--- config.mk ---
export PLATFORM = sky130hd
export DESIGN_NAME = com_ram_stream_reader
export DESIGN_NICKNAME = d
export VERILOG_FILES = /design/src/rtl/com_ram_stream_reader_pkg.sv /design/src/rtl/com_sync_fifo2.sv /design/src/rtl/com_ram_stream_reader.sv
export SDC_FILE = /design/constraint.sdc
export NUM_CORES = 1
export LEC_CHECK = 0
export ABC_AREA = 1
export ABC_CLOCK_PERIOD_IN_PS = 3800
export BUFFER_PORTS_ARGS = -buffer_cell sky130_fd_sc_hd__buf_2
export CORE_MARGIN = 5
export CORE_UTILIZATION = 45
export CTS_BUF_LIST = sky130_fd_sc_hd__clkbuf_8 sky130_fd_sc_hd__clkbuf_16
export CTS_CLUSTER_DIAMETER = 80
export DETAILED_ROUTE_END_ITERATION = 12
export GPL_ROUTABILITY_DRIVEN = 0
export GPL_TIMING_DRIVEN = 0
export PLACE_DENSITY_LB_ADDON = 0.2
export SLEW_MARGIN = 20
export SYNTH_ARGS = -nofsm -noshare
export SYNTH_HDL_FRONTEND = slang
export SYNTH_HIERARCHICAL = 1
export SYNTH_SLANG_ARGS = --single-unit
--- constraint.sdc ---
create_clock -name clk -period 3.8 [get_ports clk]
set_clock_uncertainty 0.1 [all_clocks]
set_input_delay 0.57 -clock clk [delete_from_list [all_inputs] [get_ports clk]]
set_output_delay 0.57 -clock clk [all_outputs]
set_load 0.02 [all_outputs]
--- src/rtl/com_ram_stream_reader_pkg.sv ---
// Shared definitions for the RAM stream reader family: FSM encoding,
// RAM read latency and the depth of the output skid FIFO.
package com_ram_stream_reader_pkg;

    typedef enum logic [1:0] {
        IDLE  = 2'd0,
        READ  = 2'd1,
        DRAIN = 2'd2,
        DONE  = 2'd3
    } state_t;

    // Cycles between ram_en and valid ram_dout.
    localparam int READ_LATENCY = 1;

    // Entries in the output FIFO that absorbs in-flight reads under backpressure.
    localparam int FIFO_DEPTH = 2;

endpackage

--- src/rtl/com_sync_fifo2.sv ---
// Two-entry first-word-fall-through FIFO. The head entry is visible on dout
// whenever count is non-zero. Push and pop together while full is legal.
module com_sync_fifo2 #(
    parameter int W = 9
) (
    input  logic         clk,
    input  logic         rst_n,
    input  logic         push,
    input  logic         pop,
    input  logic [W-1:0] din,
    output logic [W-1:0] dout,
    output logic [1:0]   count
);

    logic [W-1:0] mem [2];
    logic         wr_ptr;
    logic         rd_ptr;
    logic [1:0]   count_q;
    logic         do_push;
    logic         do_pop;

    // Qualify requests so the FIFO can never overflow or underflow.
    always_comb begin
        do_pop  = pop && (count_q != 2'd0);
        do_push = push && ((count_q != 2'd2) || do_pop);
    end

    // Storage, pointers and occupancy.
    always_ff @(posedge clk or negedge rst_n) begin
        if (!rst_n) begin
            mem[0]  <= '0;
            mem[1]  <= '0;
            wr_ptr  <= 1'b0;
            rd_ptr  <= 1'b0;
            count_q <= 2'd0;
        end else begin
            if (do_push) begin
                mem[wr_ptr] <= din;
                wr_ptr      <= ~wr_ptr;
            end
            if (do_pop) begin
                rd_ptr <= ~rd_ptr;
            end
            count_q <= count_q + {1'b0, do_push} - {1'b0, do_pop};
        end
    end

    assign dout  = mem[rd_ptr];
    assign count = count_q;

endmodule

--- src/rtl/com_ram_stream_reader.sv ---
// Reads cmd_len consecutive words starting at cmd_base from a RAM port with
// one-cycle registered read latency and streams them on a valid/ready output.
// Reads are issued only while an output slot is guaranteed, so the stream
// runs at one beat per cycle when m_ready is held high.
module com_ram_stream_reader
    import com_ram_stream_reader_pkg::*;
#(
    parameter int WIDTH    = 8,
    parameter int ADDR_BIT = 10,
    parameter int LEN_BIT  = 11
) (
    input  logic                clk,
    input  logic                rst_n,
    input  logic                cmd_valid,
    output logic                cmd_ready,
    input  logic [ADDR_BIT-1:0] cmd_base,
    input  logic [LEN_BIT-1:0]  cmd_len,
    output logic                ram_en,
    output logic [ADDR_BIT-1:0] ram_addr,
    input  logic [WIDTH-1:0]    ram_dout,
    output logic                m_valid,
    input  logic                m_ready,
    output logic [WIDTH-1:0]    m_data,
    output logic                m_last,
    output logic                busy,
    output logic                done
);

    localparam int MAX_LEN = 1 << ADDR_BIT;

    state_t              state_q;
    state_t              state_d;
    logic [ADDR_BIT-1:0] base_q;
    logic [LEN_BIT-1:0]  len_q;
    logic [LEN_BIT-1:0]  issued_q;
    logic                inflight_q;
    logic                inflight_last_q;
    logic                idle_ready;
    logic                accept;
    logic                issue;
    logic                pop_now;
    logic                credit_ok;
    logic [2:0]          credit_sum;
    logic [1:0]          fifo_count;
    logic [WIDTH:0]      fifo_din;
    logic [WIDTH:0]      fifo_dout;

    // Words already committed to the FIFO: one in flight plus those stored,
    // minus the one leaving this cycle. A new read is allowed only if its
    // word will still find a free slot.
    always_comb begin
        credit_sum = {2'b00, inflight_q} + {1'b0, fifo_count} - {2'b00, pop_now};
        credit_ok  = (credit_sum <= 3'(FIFO_DEPTH - READ_LATENCY));
    end

    // Next-state and control decode.
    always_comb begin
        state_d    = state_q;
        idle_ready = 1'b0;
        accept     = 1'b0;
        issue      = 1'b0;
        busy       = 1'b0;
        done       = 1'b0;
        case (state_q)
            IDLE: begin
                idle_ready = 1'b1;
                if (cmd_valid) begin
                    accept  = 1'b1;
                    state_d = (cmd_len == '0) ? DONE : READ;
                end
            end
            READ: begin
                busy = 1'b1;
                if (issued_q == len_q) begin
                    state_d = DRAIN;
                end else begin
                    issue = (issued_q < len_q) && credit_ok;
                end
            end
            DRAIN: begin
                busy = 1'b1;
                if (pop_now && fifo_dout[WIDTH]) begin
                    state_d = DONE;
                end
            end
            DONE: begin
                done    = 1'b1;
                state_d = IDLE;
            end
            default: begin
                state_d = IDLE;
            end
        endcase
    end

    // FSM state register.
    always_ff @(posedge clk or negedge rst_n) begin
        if (!rst_n) begin
            state_q <= IDLE;
        end else begin
            state_q <= state_d;
        end
    end

    // Command latch and issued-read counter.
    always_ff @(posedge clk or negedge rst_n) begin
        if (!rst_n) begin
            base_q   <= '0;
            len_q    <= '0;
            issued_q <= '0;
        end else if (accept) begin
            base_q   <= cmd_base;
            len_q    <= cmd_len;
            issued_q <= '0;
        end else if (issue) begin
            issued_q <= issued_q + LEN_BIT'(1);
        end
    end

    // In-flight flag marks the cycle ram_dout carries a requested word; the
    // last flag travels with it so the FIFO can tag the final beat.
    always_ff @(posedge clk or negedge rst_n) begin
        if (!rst_n) begin
            inflight_q      <= 1'b0;
            inflight_last_q <= 1'b0;
        end else begin
            inflight_q      <= issue;
            inflight_last_q <= issue && (issued_q == len_q - LEN_BIT'(1));
        end
    end

    assign fifo_din = {inflight_last_q, ram_dout};

    com_sync_fifo2 #(
        .W (WIDTH + 1)
    ) u_fifo (
        .clk   (clk),
        .rst_n (rst_n),
        .push  (inflight_q),
        .pop   (pop_now),
        .din   (fifo_din),
        .dout  (fifo_dout),
        .count (fifo_count)
    );

    assign m_valid   = (fifo_count != 2'd0);
    assign pop_now   = m_valid && m_ready;
    assign m_data    = fifo_dout[WIDTH-1:0];
    assign m_last    = m_valid && fifo_dout[WIDTH];
    assign ram_en    = issue;
    assign ram_addr  = base_q + issued_q[ADDR_BIT-1:0];
    assign cmd_ready = idle_ready && rst_n;

    // A command longer than the address space is illegal.
    cmd_len_legal: assert property (@(posedge clk) disable iff (!rst_n)
        (cmd_valid && cmd_ready) |-> (cmd_len <= LEN_BIT'(MAX_LEN)));

endmodule
Word level (Yosys, flattened, before mapping) --
Cells that the tools add are included.
Word-level totals: bits in registers 58, latch bits 0, bits in writable memories 0, memory bits (read-only) 0, bits of input ports 33, output and inout port bits 24, word-level logic and storage cells 72, memories kept 0
Operators by class: add/subtract/negate cells 7, multipliers 0, divide/modulo/power cells 0, order comparisons 5, eq/ne operators 9, shifts and indexed selects 0, multiplexer cells 20, bitwise logic cells 4, reductions and logical operators 16
Operator list (number):
- $mux W9 | 4
- $eq A11 B11 Y1 | 2
- $mux W11 | 2
- $bwmux W18 | 1
- $add A11 B1 Y11 const B | 1
- $logic_not A11 Y1 | 1
- $lt A11 B11 Y1 | 1
- $sub A11 B1 Y11 const B | 1
- $add A10 B10 Y10 | 1
- $demux W9 S1 | 1
- $logic_and A1 B1 Y1 | 9
- $mux W2 | 4
- $ne A2 B2 Y1 const B | 4
- $pmux W2 S4 | 1
- $mux W1 | 7
- $eq A2 B2 Y1 const B | 2
- $ge A2 B2 Y1 const B | 2
- $not A1 Y2 | 2
- $reduce_bool A2 Y1 | 2
- $add A1 B2 Y3 | 1
- $le A3 B1 Y1 const B | 1
- $reduce_and A3 Y1 | 1
- $sub A3 B1 Y3 | 1
- $add A2 B1 Y2 | 1
- 7 further kinds | 8

Depth between registers and ports, before layout --
Gate-level depths: netlist of the first run.
depth in word-level cells 9, mapped depth 20, depth with buffers taken out 19

By module --
The synthesis of the first run kept the hierarchy.
Modules (own cells, without submodules):
- com_ram_stream_reader | instances 1, cells an instance 401, area each 2917.8 µm², sequential area each 900.9 µm²
- com_sync_fifo2 | instances 1, cells an instance 131, area each 1073.5 µm², sequential area each 550.5 µm²

Worst setup path before layout of the first run --
OpenSTA, ideal clock, no wires.
path kind register to output, start reg u_fifo.count_q[1], in the netlist u_fifo/count[1], end out ram_en, arrival time 2.240 ns, data required time 3.130 ns, setup slack 0.890 ns, cell stages (with the launch flop) 16, buffers on the path 0, path through dfrtp_1 -> inv_2 -> nand2_1 -> nand2_1 -> inv_1 -> nand2_1 -> o21ai_0 -> ha_1 -> inv_1 -> fa_1 -> nand3b_1 -> nor2_1 -> nand3_1 -> nor2_2 -> nand2_4 -> inv_2
Between the ends: word-level cells in the longest chain between the ends 7, elaborated cells on any way between the ends 8, classes of those cells 2 x add/sub; 1 x order compare; 2 x mux; 3 x reduce/logical
RTL lines:
- start: declaration | RTL line com_sync_fifo2.sv:18 | logic [1:0] count_q;
- start signal: assignment | RTL line com_sync_fifo2.sv:44 | count_q <= count_q + {1'b0, do_push} - {1'b0, do_pop};
- $reduce_bool A2 Y1 | RTL line com_ram_stream_reader.sv:146 | assign m_valid = (fifo_count != 2'd0);
- via m_valid | RTL line com_ram_stream_reader.sv:21 | output logic m_valid,
- $logic_and A1 B1 Y1 | RTL line com_ram_stream_reader.sv:147 | assign pop_now = m_valid && m_ready;
- via pop_now | RTL line com_ram_stream_reader.sv:41 | logic pop_now;
- $sub A3 B1 Y3 | RTL line com_ram_stream_reader.sv:52 | credit_sum = {2'b00, inflight_q} + {1'b0, fifo_count} - {2'b00, pop_now};
- $le A3 B1 Y1 | RTL line com_ram_stream_reader.sv:53 | credit_ok = (credit_sum <= 3'(FIFO_DEPTH - READ_LATENCY));
- $logic_and A1 B1 Y1 | RTL line com_ram_stream_reader.sv:77 | issue = (issued_q < len_q) && credit_ok;
- $mux W1 | RTL line com_ram_stream_reader.sv:74 | if (issued_q == len_q) begin
- $mux W1 | RTL line com_ram_stream_reader.sv:64 | case (state_q)
- end: declaration | RTL line com_ram_stream_reader.sv:18 | output logic ram_en,
The timed path passes the listed nets, and every way through them passes these cells.

Worst setup path after layout of the first run --
start reg u_fifo.count_q[1], in the netlist u_fifo/count[1], end out ram_en
Between the ends: word-level cells in the longest chain between the ends 7, elaborated cells on any way between the ends 8, classes of those cells 2 x add/sub; 1 x order compare; 2 x mux; 3 x reduce/logical
RTL lines (RTL line):
- $reduce_bool A2 Y1 | com_ram_stream_reader.sv:146
- $logic_and A1 B1 Y1 | com_ram_stream_reader.sv:147
- via pop_now | com_ram_stream_reader.sv:41
- $sub A3 B1 Y3 | com_ram_stream_reader.sv:52
- $le A3 B1 Y1 | com_ram_stream_reader.sv:53
- $logic_and A1 B1 Y1 | com_ram_stream_reader.sv:77
- $mux W1 | com_ram_stream_reader.sv:74
- $mux W1 | com_ram_stream_reader.sv:64
The timed path passes the listed nets, and every way through them passes these cells.

==> impl_metrics.ini, run 1 <==
[critical_path]
worstPathRequired_ns = 3.13
critPathBufInv = 5
slowest_stage = fa_1
cp_slowest_stage_delay_ns = 0.49
cp.arrival_ns = 2.83
cp_cell_sequence = inv_2, nand2_1, nand2_1, inv_1, nand2_1, o21ai_0, ha_1, inv_1, fa_1, nand3b_1, nor2_1, nand3_1, nor2_2, nand2_4, inv_2, buf_2
critPathKind = reg -> out
cp_max_fo = 8
regToRegStartpoint = u_fifo/count[1]$_DFF_PN0_
start_kind = register
crit_top_cell = nand2_1
setup.worst_path.start = u_fifo/count[1]$_DFF_PN0_
critPathCaptureType = output pin
cpLargestDelayFamily = simple AND/OR/NAND/NOR gates

[yosys]
ys_ff_latch = 58
syn_area_um2 = 3990
seq_area_frac_synth_pct = 36.4
synth_adder_area_share_pct = 10.4
syn_inst = 532
mappedNetlistNets = 597
ys_async_sr_fraction_pct = 100
synth_top_family_by_area = simple AND/OR/NAND/NOR gates
synth.area.mux_share_pct = 0
avgSynthCellArea_um2 = 7.50
yosysWarnings = 6
synth_top_cells_by_area = dfrtp_1 (36%), nand2_1 (18%), ha_1 (9.4%), inv_1 (4.6%), nand3_1 (3.9%)
synth_simple_gate_area_share_pct = 33.0
yosysUniqueCellTypes = 36
synth-compound-area-share_pct = 7.87
yosys.area.top_type_share_pct = 36.4
ys.flop_type = dfrtp_1
synth_xor_area_share_pct = 4.83
synth-edff-count = 0
yosys.area.top_type = dfrtp_1

[timing]
maxSlewHeadroom_pct = 48.5
setup_viol = 0
slew_viol_final = 0
setup_slack_ns = 0.305
fmax_mhz = 286
worst_pin_slew_ns = 0.773
fin_crit_sh_pct = 92.0
hold_viol = 0
rsz0062_at_grt = false
fin_setup_tns_ns = 0
fin_crit_ns = 3.50

[global_routing]
grt_pass1_vias = 3672
grt_pass1_wl_mm = 16.7
antenna_found_initial = 0
overflow = 0
grt_usage_pct = 18.5
grt_max_degree = 60

[cells_and_area]
num_antenna_cells = 0
drive_gt1_share_pct = 20.2
final_nets = 664
area_growth_pct = 16.1
final_cell_mix = nand2_1 (187), buf_2 (64), dfrtp_1 (57), inv_1 (49), nand3_1 (31)
layout_commonest_cell = nand2_1
final_util_pct = 53.4

[placed_design]
portBuffers = 56
place.detailed.hpwl_mm = 7.24
dp_slack_ns = 0.591

[routing]
routedWlPerCell_um = 13.5
drcViolationCount = 0
vias = 3628
drt-pass1-iter-count = 4
drt-total-wl_mm = 9.63
antenna_left = 0
vias_per_cell = 5.10
drtIter0Drc = 211

[pwr]
irDropWorstVdd_mv = 0.436
leakage_uw = 0.00252
pwr_density_cell_nw_per_um2 = 830

[die]
row_count = 34
start_util_pct = 46.0
die_area_um2 = 10900
core_area_um2 = 8680
num_io_pins = 57
die_w_um = 104
die_h_um = 104

[job]
max_cap_violations = 0

[clock_tree]
clk_latency_ns = 0.35
clock_path_buffers = 2
htree_levels = 3
numCtsBuffers = 9
cts.reportedPaths.clkPinSlew_ns = 0.08
clkSinkCount = 58
cts_tree = yes
ctsRootBufferMaster = clkbuf_8
hold_buffers = 0

[worst_hold_path]
min-delay-path-class = in -> async

[outcome]
status = finished clean
==> worst register-to-register path, delay by kind of cell, from the launching register on <==
kind	cells	cell delay, ns
simple gates	9	0.85
fa+ha+maj	2	0.66
flops	1	0.45
buf+inv	4	0.34
compound gates	2	0.15
==> state kept, by name, summed over array words and instances, names as in the netlist <==
signal,count
issued_q,11
u_fifo/count,2
u_fifo/wr_ptr,1
inflight_q,1
u_fifo/mem,18
u_fifo/rd_ptr,1
state_q,2
len_q,11
base_q,10
inflight_last_q,1
==> worst paths after layout <==
path                                               to  slack (ns)  depth (start not counted)
setup / recovery                               ram_en        0.30                         16
hold / removal              u_fifo/rd_ptr$_DFFE_PN0P_        0.21                          1
setup reg to reg              issued_q[4]$_DFFE_PN0P_        1.12                         17
hold reg to reg            u_fifo/mem[14]$_DFFE_PN0P_        0.37                          2
max in group asynchronous   u_fifo/count[1]$_DFF_PN0_        2.86                          1
min in group clk                base_q[3]$_DFFE_PN0P_        0.31                          3
==> timing repair <==
action	CTS	global route
setup buffers	0	0
endpoints found under the setup margin	0	1
gates resized for setup	0	1
==> cell usage after synthesis, drive strengths merged (2+ instances only) <==
master  instances
a21o            2
a21oi          11
buf            11
clkbuf          2
dfrtp          58
fa              2
ha             30
inv            58
nand2         193
nand3          34
nand4          24
nor2           37
nor3            7
nor4            2
o21ai          33
xnor2           5
xor2           17
==> cells by family (layout without fill, tap and decap cells) <==
| group | count (synthesis) | after routing |
|---|---|---|
| AO/OA/AOI/OAI | 51 | 51 |
| buffers and inverters | 71 | 143 |
| flip-flops | 58 | 58 |
| adder cells (fa/ha/maj) | 32 | 32 |
| AND/OR/NAND/NOR | 298 | 298 |
| XOR/XNOR | 22 | 22 |
==> where the power goes <==
part           internal [µW]  total (µW)  switching (µW)
Clock                    373         658             285
Sequential               863        1090             228
Combinational            729        2100            1370
Total                   1970        3850            1880
==> routing by layer <==
layer / GRT usage, % / vias to the layer above / share of wire (%)
li1: - / 1858 / -
met1: 23.2 / 1680 / 47
met2: 31.3 / 73 / 48
met3: 3.35 / 17 / 3.6
met4: 7.68 / 0 / 1.9
met5: 0 / - / 0
==> metrics by stage <==
stage               hold slack (ns)  instance area (µm²)  power [µW]  instances
floorplan                     0.174                 3990        2630        532
global placement              0.354                 4410        3150        696
detailed placement            0.360                 4410        3200        696
CTS                           0.229                 4630        3880        712
global route                  0.261                 4640        4220        712
finish                        0.206                 4640        3850        712
==> cell type report <==
type | count | area, µm²
fillers | 847 | 4040
multi-input cells | 403 | 2240
flip-flops and latches | 58 | 1450
repair buffers | 56 | 283
inverters | 58 | 218
well taps | 108 | 135
clock buffers | 9 | 124
clock inverters | 7 | 101
plain buffers | 13 | 83.8
Power figures use the tool's default switching activity.
==> inputs of run 2 (changes only) <==
--- a/config.mk
+++ b/config.mk
@@ -8,6 +8,7 @@
 export ABC_AREA = 1
 export ABC_CLOCK_PERIOD_IN_PS = 3800
 export BUFFER_PORTS_ARGS = -buffer_cell sky130_fd_sc_hd__buf_2
+export CORE_ASPECT_RATIO = 0.9
 export CORE_MARGIN = 5
 export CORE_UTILIZATION = 45
 export CTS_BUF_LIST = sky130_fd_sc_hd__clkbuf_8 sky130_fd_sc_hd__clkbuf_16
==> impl_metrics.ini, run 2 (same netlist as run 1, synthesis figures left out) <==
[cells_and_area]
final_util_pct = 54.2
largest_registers = u_fifo/mem: 18 flops, issued_q: 11 flops, len_q: 11 flops
layout_commonest_cell = nand2_1
num_antenna_cells = 0
top_register = u_fifo/mem
largest_reg_flops = 18
drive_gt1_share_pct = 20.5
final_nets = 667
final-seq-area_um2 = 1450
design_area_um2 = 4660
fillCellCount = 859
area_growth_pct = 16.8
multi_input_area_um2 = 2240
layout.cells.non_filler = 725
final_cell_mix = nand2_1 (187), buf_2 (64), dfrtp_1 (57), inv_1 (49), nand3_1 (31)

[clock_tree]
cts_tree = yes
clk_latency_ns = 0.35
ctsRootBufferMaster = clkbuf_8
cts.reportedPaths.clkPinSlew_ns = 0.07
hold_buffers = 0
clock_path_buffers = 2
htree_levels = 3
numCtsBuffers = 9
clkSinkCount = 58

[timing]
worst_pin_slew_ns = 0.761
rsz0062_at_grt = false
fmax_mhz = 287
fin_crit_sh_pct = 91.7
setup_slack_ns = 0.315
slew_viol_final = 0
maxSlewHeadroom_pct = 49.3
fin_crit_ns = 3.49
hold_viol = 0
setup_viol = 0
fin_setup_tns_ns = 0

[global_routing]
grt_pass1_wl_mm = 16.9
grt_max_degree = 60
grt_usage_pct = 19.7
antenna_found_initial = 0
overflow = 0
grt_pass1_vias = 3622

[critical_path]
cpLargestDelayFamily = simple AND/OR/NAND/NOR gates
cp_cell_sequence = inv_1, nand2_1, nand2_1, inv_1, nand2_1, o21ai_0, ha_1, inv_1, fa_1, nand3b_1, nor2_1, nand3_1, nor2_2, nand2_4, inv_2, buf_2
cp.arrival_ns = 2.82
r2r_slack_ns = 1.15
critPathKind = reg -> out
cp_max_fo = 8
slowest_stage = fa_1
start_kind = register
worstPathRequired_ns = 3.13
critPathBufInv = 5
cp_slowest_stage_delay_ns = 0.48
critPathCaptureType = output pin

[worst_hold_path]
min-delay-path-class = in -> async

[die]
start_util_pct = 46.4
die_area_um2 = 10900
die_w_um = 109
num_io_pins = 57
die_h_um = 99.3
row_count = 32
core_area_um2 = 8610

[job]
max_cap_violations = 0

[placed_design]
portBuffers = 56
dp_slack_ns = 0.560
place.detailed.hpwl_mm = 7.45
dp.cells = 707
dpl_cell_area_um2 = 4420

[routing]
drcViolationCount = 0
drt-pass1-iter-count = 5
routedWlPerCell_um = 13.8
vias = 3711
vias_per_cell = 5.12
antenna_left = 0
drt-total-wl_mm = 10.0
drtIter0Drc = 174

[pwr]
pwr_density_cell_nw_per_um2 = 830
irDropWorstVdd_mv = 0.452
leakage_uw = 0.00254

[outcome]
status = finished clean
## run 2: timing repair
item / in CTS / in global routing
setup endpoints to repair: 0 / 1
setup buffers: 0 / 3
gates resized for setup: 0 / 1
## run 2: path summary, 6_finish.rpt
path / end / startpoint / cells after the start
setup / recovery: ram_en / u_fifo/count[0]$_DFF_PN0_ / 16
hold / removal: u_fifo/mem[7]$_DFFE_PN0P_ / rst_n / 1
setup reg to reg: issued_q[3]$_DFFE_PN0P_ / u_fifo/count[0]$_DFF_PN0_ / 17
hold reg to reg: u_fifo/mem[0]$_DFFE_PN0P_ / u_fifo/mem[0]$_DFFE_PN0P_ / 2
max in group asynchronous: u_fifo/count[1]$_DFF_PN0_ / rst_n / 1
min in group clk: base_q[4]$_DFFE_PN0P_ / cmd_base[4] / 3
## run 2: stage by stage
step | power, µW | hold WS [ns]
6_report | 3870 | 0.188
3_5_place_dp | 3210 | 0.359
5_1_grt | 4240 | 0.248
4_1_cts | 3870 | 0.218
3_3_place_gp | 3160 | 0.353
2_1_floorplan | 2630 | 0.174
## run 2: final cells by class
type	count	area share [%]
well taps	119	3.19
inverters	58	4.67
repair buffers	59	6.55
clock inverters	5	1.69
plain buffers	13	1.80
multi-input cells	403	48.0
flip-flops and latches	58	31.2
clock buffers	10	2.95
## run 2: report_power, final
group / switching (µW) / internal (µW) / total [µW]
logic: 1390 / 746 / 2140
clock network: 263 / 382 / 645
registers: 225 / 864 / 1090
total: 1880 / 1990 / 3870
## run 2: metal layers
| metal | global-route usage [%] | up-vias | part of all wire [%] |
|---|---|---|---|
| met2 | 32.0 | 94 | 48 |
| met1 | 26.3 | 1729 | 46 |
| met3 | 4.87 | 17 | 5.0 |
| li1 | - | 1871 | - |
| met4 | 5.08 | 0 | 1.2 |
| met5 | 0 | - | 0 |
==> inputs of run 3 (changes only) <==
--- a/config.mk
+++ b/config.mk
@@ -8,7 +8,6 @@
 export ABC_AREA = 1
 export ABC_CLOCK_PERIOD_IN_PS = 3800
 export BUFFER_PORTS_ARGS = -buffer_cell sky130_fd_sc_hd__buf_2
-export CORE_ASPECT_RATIO = 0.9
 export CORE_MARGIN = 5
 export CORE_UTILIZATION = 45
 export CTS_BUF_LIST = sky130_fd_sc_hd__clkbuf_8 sky130_fd_sc_hd__clkbuf_16
@@ -17,6 +16,7 @@
 export GPL_ROUTABILITY_DRIVEN = 0
 export GPL_TIMING_DRIVEN = 0
 export PLACE_DENSITY_LB_ADDON = 0.2
+export REMOVE_ABC_BUFFERS = 1
 export SLEW_MARGIN = 20
 export SYNTH_ARGS = -nofsm -noshare
 export SYNTH_HDL_FRONTEND = slang
==> impl_metrics.ini, run 3 (same netlist as run 1, synthesis figures left out) <==
[timing]
maxSlewHeadroom_pct = 35.3
fin_crit_ns = 3.56
slew_viol_final = 0
hold_viol = 0
fin_setup_tns_ns = 0
worst_pin_slew_ns = 0.964
fin_crit_sh_pct = 93.8
rsz0062_at_grt = false
setup_viol = 0
fmax_mhz = 281

[cells_and_area]
fillCellCount = 874
largest_reg_flops = 18
final_nets = 651
layout_commonest_cell = nand2_1
top_register = u_fifo/mem
final-seq-area_um2 = 1450
multi_input_area_um2 = 2240
drive_gt1_share_pct = 18.8
largest_registers = u_fifo/mem: 18 flops, issued_q: 11 flops, len_q: 11 flops
area_growth_pct = 14.0
final_util_pct = 52.5
num_antenna_cells = 0
final_cell_mix = nand2_1 (187), dfrtp_1 (57), buf_2 (55), inv_1 (48), nand3_1 (31)

[clock_tree]
cts_setup_buffers = 0
ctsRootBufferMaster = clkbuf_8
cts.reportedPaths.clkPinSlew_ns = 0.08
clk_latency_ns = 0.35
htree_levels = 3
clock_path_buffers = 2
clkSinkCount = 58
cts_tree = yes
numCtsBuffers = 9

[routing]
vias_per_cell = 5.03
dr_wl_met3_um = 328
routedWlPerCell_um = 13.2
drt-pass1-iter-count = 4
vias = 3514
top_layer_used = met4
drcViolationCount = 0
drt-total-wl_mm = 9.20
wl_met1_mm = 4.21
drtIter0Drc = 78
antenna_left = 0
wl_met2_mm = 4.54

[placed_design]
portBuffers = 56
place.detailed.hpwl_mm = 6.74

[worst_hold_path]
min-delay-path-class = in -> async

[critical_path]
r2r_slack_ns = 1.07
cp_cell_sequence = ha_1, inv_1, fa_1, nand3b_1, nor2_1, nand3_1, nor2_2, nand2_4, inv_2, buf_2
cp_max_fo = 22
regToRegEndpoint = len_q[10]$_DFFE_PN0P_
start_kind = register
worstPathRequired_ns = 3.13
cp_slowest_stage_delay_ns = 0.85
regToRegStartpoint = state_q[0]$_DFFE_PN0P_
r2r_cells = 5
critPathKind = reg -> out
slowest_stage = dfrtp_1
cp.arrival_ns = 2.89
critPathCaptureType = output pin

[die]
die_h_um = 104
row_count = 34
die_w_um = 104
num_io_pins = 57
die_area_um2 = 10900
start_util_pct = 46.0
core_area_um2 = 8680

[pwr]
switching_power_uw = 1850
pwr_density_cell_nw_per_um2 = 825
sw_frac_of_total_pct = 49.2
sequentialPowerShare_pct = 30.1
p_int_uw = 1910
irDropWorstVdd_mv = 0.440
finalPower_uw = 3750
leakage_uw = 0.00246
p_comb_share_pct = 52.5
clock_power_share_pct = 17.4

[global_routing]
grt_usage_pct = 17.6
overflow = 0
grt_pass1_wl_mm = 15.9
grt_pass1_vias = 3467
grt_max_degree = 60
antenna_found_initial = 0

[job]
max_cap_violations = 0

[outcome]
status = finished clean
## run 3: cell count changes in the layout (fill, tap and decap cells not counted)
cell	change
clkbuf_1	-2
clkinvlp_4	+2
inv_6	+1
clkbuf_8	-1
inv_1	-1
buf_4	-3
buf_6	-1
buf_12	-1
clkinv_2	-2
clkinv_4	+1
buf_2	-9
clkinv_1	+1
## run 3: per-stage QoR
stage	instance area (µm²)	std cells	setup WS [ns]	hold WS, ns
floorplan	3910	519	0.887	0.174
global placement	4320	683	0.622	0.354
detailed placement	4330	683	0.577	0.359
CTS	4550	699	0.194	0.224
global route	4550	699	0.0352	0.265
finish	4550	699	0.237	0.209
## run 3: final cells by class
type                    instances  share of cell area [%]
repair buffers                 56                    6.21
clock buffers                   9                    2.72
inverters                      58                    4.78
well taps                     108                    2.97
clock inverters                 7                    2.23
multi-input cells             403                    49.2
flip-flops and latches         58                    31.9
## run 3: worst max path at each step
stage	from	to
after detailed placement	m_ready	ram_en
after CTS	u_fifo/count[1]$_DFF_PN0_	ram_en
after floorplan	u_fifo/count[1]$_DFF_PN0_	ram_en
after global routing	u_fifo/count[1]$_DFF_PN0_	ram_en
after global placement	m_ready	ram_en
final	inflight_q$_DFF_PN0_	ram_en
## run 3: timing repair
item                       in CTS  in global routing
hold buffers                    0                  0
resized for setup               0                  1
setup endpoints to repair       0                  1
## run 3: worst max-delay path: cells and delay by family (launching register included)
kind                       cells  cell delay (ns)
adders and majority gates      2             0.77
buffers and inverters          3             0.41
and+or+nand+nor                5             0.52
DFF                            1             0.85
## run 3: power by group through the flow
| stage | Sequential, µW | Combinational [µW] | Clock, µW |
|---|---|---|---|
| 2_1_floorplan | 1060 | 1500 | 0 |
| 3_3_place_gp | 1130 | 1930 | 0 |
| 3_5_place_dp | 1140 | 1980 | 0 |
| 4_1_cts | 1130 | 1990 | 669 |
| 5_1_grt | 1170 | 2270 | 695 |
| 6_report | 1130 | 1970 | 654 |
## run 3: layer usage
layer | up-vias | track usage [%]
li1 | 1830 | -
met1 | 1616 | 21.6
met2 | 55 | 30.8
met3 | 13 | 3.23
met4 | 0 | 6.01
met5 | - | 0
